===== config.mk =====
export PLATFORM = sky130hd
export DESIGN_NAME = ser_nibble_rx_flat
export DESIGN_NICKNAME = d
export VERILOG_FILES = /design/src/rtl/ser_nibble_rx_if.sv /design/src/rtl/ser_nibble_rx.sv /design/src/flat_wrapper.sv
export SDC_FILE = /design/constraint.sdc
export NUM_CORES = 1
export LEC_CHECK = 0
export CORE_MARGIN = 4
export CORE_UTILIZATION = 30
export CTS_BUF_LIST = sky130_fd_sc_hd__clkbuf_2 sky130_fd_sc_hd__clkbuf_4 sky130_fd_sc_hd__clkbuf_8
export DETAILED_ROUTE_END_ITERATION = 12
export PLACE_DENSITY = 0.58
export SYNTH_ARGS = -nofsm -noshare
export SYNTH_HDL_FRONTEND = slang
export SYNTH_SLANG_ARGS = --single-unit

===== constraint.sdc =====
create_clock -name clk -period 2.35 [get_ports clk]
set_clock_uncertainty 0.2 [all_clocks]
set_input_delay 0.235 -clock clk [delete_from_list [all_inputs] [get_ports clk]]
set_output_delay 0.235 -clock clk [all_outputs]
set_load 0.01 [all_outputs]

===== src/rtl/ser_nibble_rx_if.sv =====
// Host-side bus of the serial nibble receiver: decoded read window plus
// the data/status return path and the status flags.
interface ser_nibble_rx_if;
    logic       sser_n;   // serial-port select, active low
    logic       ba13;     // must be 0 for select
    logic       ba12;     // must be 1 for select
    logic       ba7;      // 0 = data register, 1 = status register
    logic       br_w;     // read strobe, one pulse per access
    logic [3:0] bd;       // read data, 4'h0 when not driving
    logic       bd_oe;    // bus drive enable
    logic       rdy;      // FIFO non-empty
    logic       perr;     // sticky parity/framing error
    logic       ovr;      // sticky overrun

    // Host side: issues reads, observes data and flags.
    modport master (
        output sser_n, ba13, ba12, ba7, br_w,
        input  bd, bd_oe, rdy, perr, ovr
    );

    // Receiver side.
    modport slave (
        input  sser_n, ba13, ba12, ba7, br_w,
        output bd, bd_oe, rdy, perr, ovr
    );
endinterface


===== src/rtl/ser_nibble_rx.sv =====
// Serial nibble receiver: oversampled async frame deserialiser
// (start, d0..d3 LSB first, odd parity, stop) feeding a small FIFO that the
// host drains through a decoded read window. Bad frames set a sticky parity
// error, pushes into a full FIFO set a sticky overrun; a status read clears
// both on its trailing edge.
module ser_nibble_rx #(
    parameter int OVS   = 4,   // clocks per bit cell, >= 3
    parameter int DEPTH = 2    // FIFO depth, power of two 2..8
) (
    input  logic            clk,
    input  logic            rst_n,
    input  logic            sdin,
    ser_nibble_rx_if.slave  bus
);

    localparam int CW   = $clog2(OVS);
    localparam int AW   = $clog2(DEPTH);
    localparam int CNTW = $clog2(DEPTH + 1);

    localparam logic [CW-1:0]   CNT_HALF = CW'(OVS / 2);
    localparam logic [CW-1:0]   CNT_LAST = CW'(OVS - 1);
    localparam logic [CNTW-1:0] CNT_FULL = CNTW'(DEPTH);

    typedef enum logic [2:0] {
        S_IDLE,
        S_START,
        S_DATA,
        S_PAR,
        S_STOP
    } state_t;

    state_t          state, state_nx;
    logic            sync1, sd, sd_prev;
    logic [CW-1:0]   cnt;
    logic [1:0]      bcnt;
    logic [3:0]      sr;
    logic            par_q;
    logic            cnt_rst, shift_en, par_en, stop_smp;
    logic            good, bad;

    logic [3:0]      mem [DEPTH];
    logic [AW-1:0]   wptr, rptr;
    logic [CNTW-1:0] count;
    logic            empty, full, push, pop, ovr_set;
    logic [3:0]      head;

    logic            sel, dsel_q, ssel_q, clr;
    logic            perr_q, ovr_q;

    // Two-flop synchroniser plus one history flop for edge detection.
    // Reset to the idle-high line level so release never looks like a start edge.
    // NOTE: state registers use non-blocking (<=) so every flop samples pre-edge values.
    always_ff @(posedge clk or negedge rst_n) begin
        if (!rst_n) begin
            sync1   <= 1'b1;
            sd      <= 1'b1;
            sd_prev <= 1'b1;
        end else begin
            sync1   <= sdin;
            sd      <= sync1;
            sd_prev <= sd;
        end
    end

    // Frame FSM state register.
    always_ff @(posedge clk or negedge rst_n) begin
        if (!rst_n) state <= S_IDLE;
        else        state <= state_nx;
    end

    // Next-state and sample strobes. A falling edge cannot be seen in IDLE
    // until the line has returned high, which re-arms after a low stop bit.
    // NOTE: every output of this block is defaulted first so no latch is inferred.
    always_comb begin
        state_nx = state;
        cnt_rst  = 1'b0;
        shift_en = 1'b0;
        par_en   = 1'b0;
        stop_smp = 1'b0;
        case (state)
            S_IDLE: begin
                if (sd_prev && !sd) begin
                    cnt_rst  = 1'b1;
                    state_nx = S_START;
                end
            end
            S_START: begin
                if (cnt == CNT_HALF) begin
                    cnt_rst  = 1'b1;
                    state_nx = sd ? S_IDLE : S_DATA;
                end
            end
            S_DATA: begin
                if (cnt == CNT_LAST) begin
                    cnt_rst  = 1'b1;
                    shift_en = 1'b1;
                    if (bcnt == 2'd3) state_nx = S_PAR;
                end
            end
            S_PAR: begin
                if (cnt == CNT_LAST) begin
                    cnt_rst  = 1'b1;
                    par_en   = 1'b1;
                    state_nx = S_STOP;
                end
            end
            S_STOP: begin
                if (cnt == CNT_LAST) begin
                    cnt_rst  = 1'b1;
                    stop_smp = 1'b1;
                    state_nx = S_IDLE;
                end
            end
            default: state_nx = S_IDLE;
        endcase
    end

    // Cell counter, data-bit counter, shift register and parity capture.
    // bcnt wraps back to 0 after exactly four data samples.
    always_ff @(posedge clk or negedge rst_n) begin
        if (!rst_n) begin
            cnt   <= '0;
            bcnt  <= '0;
            sr    <= '0;
            par_q <= 1'b0;
        end else begin
            cnt <= cnt_rst ? '0 : cnt + CW'(1);
            if (shift_en) begin
                sr   <= {sd, sr[3:1]};
                bcnt <= bcnt + 2'd1;
            end
            if (par_en) par_q <= sd;
        end
    end

    // Frame verdict at the stop sample: valid stop and odd parity overall.
    assign good = stop_smp && sd && (^{sr, par_q});
    assign bad  = stop_smp && !good;

    // Bus decode; access type is remembered so the trailing edge of br_w
    // can pop (data) or clear flags (status).
    assign sel = !bus.sser_n && !bus.ba13 && bus.ba12 && bus.br_w;

    // Registered access type for trailing-edge detection.
    always_ff @(posedge clk or negedge rst_n) begin
        if (!rst_n) begin
            dsel_q <= 1'b0;
            ssel_q <= 1'b0;
        end else begin
            dsel_q <= sel && !bus.ba7;
            ssel_q <= sel && bus.ba7;
        end
    end

    assign empty   = (count == '0);
    assign full    = (count == CNT_FULL);
    assign pop     = dsel_q && !bus.br_w && !empty;
    assign clr     = ssel_q && !bus.br_w;
    // A pop on the same clock frees a slot, so a full FIFO still accepts the push.
    assign push    = good && (!full || pop);
    assign ovr_set = good && full && !pop;

    // FIFO storage write.
    // NOTE: storage carries no reset; only pointers and count define validity.
    always_ff @(posedge clk) begin
        if (push) mem[wptr] <= sr;
    end

    // FIFO pointers and occupancy.
    always_ff @(posedge clk or negedge rst_n) begin
        if (!rst_n) begin
            wptr  <= '0;
            rptr  <= '0;
            count <= '0;
        end else begin
            if (push) wptr <= wptr + AW'(1);
            if (pop)  rptr <= rptr + AW'(1);
            case ({push, pop})
                2'b10:   count <= count + CNTW'(1);
                2'b01:   count <= count - CNTW'(1);
                default: count <= count;
            endcase
        end
    end

    // Sticky flags; a new error on the clearing clock wins.
    always_ff @(posedge clk or negedge rst_n) begin
        if (!rst_n) begin
            perr_q <= 1'b0;
            ovr_q  <= 1'b0;
        end else begin
            perr_q <= (perr_q && !clr) || bad;
            ovr_q  <= (ovr_q && !clr) || ovr_set;
        end
    end

    assign head      = empty ? 4'h0 : mem[rptr];
    assign bus.rdy   = !empty;
    assign bus.perr  = perr_q;
    assign bus.ovr   = ovr_q;
    assign bus.bd_oe = sel;
    assign bus.bd    = !sel    ? 4'h0 :
                       bus.ba7 ? {ovr_q, perr_q, full, !empty} : head;

endmodule


===== src/flat_wrapper.sv =====
// flat-port wrapper written by rule: the top's interface ports become plain ports
module ser_nibble_rx_flat 
#(
    parameter int OVS   = 4,                               
    parameter int DEPTH = 2                                    
)
  (clk, rst_n, sdin, bus_sser_n, bus_ba13, bus_ba12, bus_ba7, bus_br_w, bus_bd, bus_bd_oe, bus_rdy, bus_perr, bus_ovr);
  ser_nibble_rx_if bus_i ();
  input  logic clk;
  input  logic rst_n;
  input  logic sdin;
  input wire logic [$bits(bus_i.sser_n)-1:0] bus_sser_n;
  input wire logic [$bits(bus_i.ba13)-1:0] bus_ba13;
  input wire logic [$bits(bus_i.ba12)-1:0] bus_ba12;
  input wire logic [$bits(bus_i.ba7)-1:0] bus_ba7;
  input wire logic [$bits(bus_i.br_w)-1:0] bus_br_w;
  output wire logic [$bits(bus_i.bd)-1:0] bus_bd;
  output wire logic [$bits(bus_i.bd_oe)-1:0] bus_bd_oe;
  output wire logic [$bits(bus_i.rdy)-1:0] bus_rdy;
  output wire logic [$bits(bus_i.perr)-1:0] bus_perr;
  output wire logic [$bits(bus_i.ovr)-1:0] bus_ovr;
  assign bus_i.sser_n = bus_sser_n;
  assign bus_i.ba13 = bus_ba13;
  assign bus_i.ba12 = bus_ba12;
  assign bus_i.ba7 = bus_ba7;
  assign bus_i.br_w = bus_br_w;
  assign bus_bd = bus_i.bd;
  assign bus_bd_oe = bus_i.bd_oe;
  assign bus_rdy = bus_i.rdy;
  assign bus_perr = bus_i.perr;
  assign bus_ovr = bus_i.ovr;
  ser_nibble_rx #(.OVS(OVS), .DEPTH(DEPTH)) u_core (.clk(clk), .rst_n(rst_n), .sdin(sdin), .bus(bus_i));
endmodule

==> summary.txt, run 1 <==
outcome: finished clean
H-tree depth: 2
gp weighted congestion: 0.745
Comb power frac: 25.2%
largest net degree at the start of global routing: 24
vias: 861
YS warnings: 0
Die X-Extent: 76.7 µm
vias in the first global route: 889
clock share of power: 27.4%
port bufs: 15
register area share after synthesis: 57.9%
Detail Route Antenna Nets: 0
Non-Filler Instances: 189
most frequent CP cell: clkdlybuf4s50_1
WS Path Type: in2out
detailed-placement wirelength estimate: 1790 µm
net load switching power: 463 µW
internal power: 1110 µW
Buf/Inv on CP: 2
Pwr Total: 1570 µW
Post-CTS Setup Inserts: 0
Post-Synthesis Net Count: 128
top-area cell type share of the netlist area: 35.3%
Wirelength per Cell: 12.8 µm
Max IR drop VDD: 0.000341 V
gr ovfl total: 0
first-pass GRT wire length: 4250 µm
final hold slack: 0.120 ns
clock-pin slew on the worst setup and hold paths: 0.06 ns
final setup TNS: 0 ns
area grow syn2layout: 22.3%
Row Count: 24
CTS Root Cell: clkbuf_8
area of the mapped netlist: 1420 µm²
relative slew slack: 67.2%
DRC viols: 0
Async SR Flop Fraction: 74.2%
die area: 5880 µm²
multi-input logic area: 562 µm²
final worst-path cycle share: 93.4%
R2R cell count: 6
CTS tree: yes
core area: 4470 µm²
Seq cells post-synth: 31
Sw Ratio: 29.5%
Layout Nets: 148
Pre-antenna DRT Iters: 4
Slew @ Worst Pin: 0.489 ns
fin crit period: 2.20 ns
Yosys top cell by area: dfrtp_1
commonest non-fill, non-tap cell in the layout: dfrtp_1
via/cell ratio: 4.56
Slew Limit Fails: 0
Crit Reg-Reg Startpoint: u_core.sr[0]
Worst Setup Start Kind: primary input
Sequential Power Share: 47.4%
most frequent cells in the layout: dfrtp_1, nor2_1, clkdlybuf4s50_1
Min-Delay Path Class: in2async
worst path cell trace: clkdlybuf4s50_1 > nor3_1 > a21oi_1 > nor2_1 > clkdlybuf4s50_1
PwrDens: 906 nW/µm²
post-route cell area: 1730 µm²
CTS Sinks: 31
Primary FF master, synth: dfrtp_1
Inserted Diodes: 0
max-cap violation count: 0
FF-to-FF setup slack: 0.18 ns
total track usage: 8.94%
cell family with most CP delay: buffers and inverters
initial antenna violation count: 0
Storage cell area: 821 µm²
CP peak stage delay: 0.57 ns
FILL cells: 433
CP endpoint kind: output pin
critical path fanouts, max: 9
synthesized area per cell: 12.2 µm²
dpl cells: 181
share of layout cells above drive strength 1: 19.7%
initial drt markers: 30
Gate Count Post-Synth: 116
EDFF count, synth: 8
Routed Wire Length: 2420 µm
Final Hold Violating Endpoints: 0
synth unique cells: 33
Skew-Pair Late Insertion Delay: 0.27 ns
Slowest-stage cell, CP: clkdlybuf4s50_1
CP required: 1.91 ns
Area after DPL: 1630 µm²
I/O Pins: 16
leak pwr: 0.000763 µW
Max Freq: 0.456 GHz
ranking of synthesized cells by area: dfrtp_1, edfxtp_1, dfstp_2
endpoints failing setup: 0
Worst EP arrival: 1.76 ns
Initial Util: 31.7%
Clock Tree Buf Depth: 2
Die Ht: 76.7 µm
unrepaired setup endpoints after global routing: no
Num CTS Buffers: 5
worst r2r dst: u_core.count[1]
## layer usage
| layer | GRT usage (%) | routed length [µm] |
|---|---|---|
| met2 | 13.8 | 1110 |
| met5 | 0 | 0 |
| met3 | 3.40 | 137 |
| met4 | 3.26 | 12 |
| met1 | 11.4 | 1160 |
## registers in the layout (all words and copies together), names as in the netlist, 2 cells and up
| register | count |
|---|---|
| u_core.mem | 8 |
| u_core.sr | 4 |
| u_core.state | 3 |
| u_core.bcnt | 2 |
| u_core.cnt | 2 |
| u_core.count | 2 |
## timing repair
item	4_1_cts	5_1_grt
setup endpoints to repair	0	2
gates resized for setup	0	3
hold buffers	0	0
## cells by family (layout without fill, tap and decap cells)
kind of cell,Yosys count,in the layout,synth area share [%]
simple gates,41,41,15.5
flops,31,31,57.9
compound gates,14,14,6.45
xor+xnor,9,9,7.69
buf+inv,9,30,2.83
mux,8,8,6.18
fa+ha+maj,4,4,3.53
## power by group through the flow
stage                     Sequential (µW)  Clock [µW]  Combinational (µW)
after floorplan                       717           0                 328
after global placement                749           0                 388
after detailed placement              756           0                 403
after CTS                             746         452                 404
after global routing                  760         474                 453
final                                 743         431                 395
## through the flow
| stage | setup WS (ns) | util, % |
|---|---|---|
| 2_1_floorplan | 0.345 | - |
| 3_3_place_gp | 0.150 | 36.4 |
| 3_5_place_dp | 0.0520 | 36.4 |
| 4_1_cts | 0.0443 | 38.5 |
| 5_1_grt | 0.0500 | 38.7 |
| 6_report | 0.155 | 38.7 |
## cell type report
type                    instances  area share, %
flip-flops and latches         31           47.4
multi-input cells              76           32.4
repair buffers                 18           10.1
clock buffers                   7           5.20
well taps                      52           3.75
inverters                       4          0.866
clock inverters                 1          0.289
## Yosys cell counts, drive strengths merged (2+ instances only)
cell    number
dfrtp       20
nor2        17
edfxtp       8
mux2         6
nand2        6
a211oi       5
a21oi        4
ha           4
inv          4
xnor2        4
xor2         4
buf          3
dfstp        3
nand3        3
nor2b        3
nor3         3
clkbuf       2
mux2i        2
nand2b       2
nor3b        2
o21ai        2
## worst max path at each step
| stage | start | end | slack (ns) | depth (start not counted) |
|---|---|---|---|---|
| floorplan | u_core.sr[0] | u_core.count[1] | 0.35 | 6 |
| global placement | bus_ba13 | bus_bd[1] | 0.15 | 7 |
| detailed placement | bus_ba13 | bus_bd[1] | 0.05 | 7 |
| CTS | bus_ba13 | bus_bd[1] | 0.04 | 7 |
| global route | bus_ba7 | bus_bd[2] | 0.05 | 5 |
| finish | bus_ba7 | bus_bd[3] | 0.15 | 5 |
No activity file was read; power rests on OpenSTA's default activity.
==> run 2, diff against run 1 <==
--- a/config.mk
+++ b/config.mk
@@ -7,7 +7,7 @@
 export LEC_CHECK = 0
 export CORE_MARGIN = 4
 export CORE_UTILIZATION = 30
-export CTS_BUF_LIST = sky130_fd_sc_hd__clkbuf_2 sky130_fd_sc_hd__clkbuf_4 sky130_fd_sc_hd__clkbuf_8
+export CTS_BUF_LIST = sky130_fd_sc_hd__clkbuf_4 sky130_fd_sc_hd__clkbuf_8 sky130_fd_sc_hd__clkbuf_16
 export DETAILED_ROUTE_END_ITERATION = 12
 export PLACE_DENSITY = 0.58
 export SYNTH_ARGS = -nofsm -noshare
==> results of run 2 <==
Final layout, timing and power as in run 1 (identical DEF).
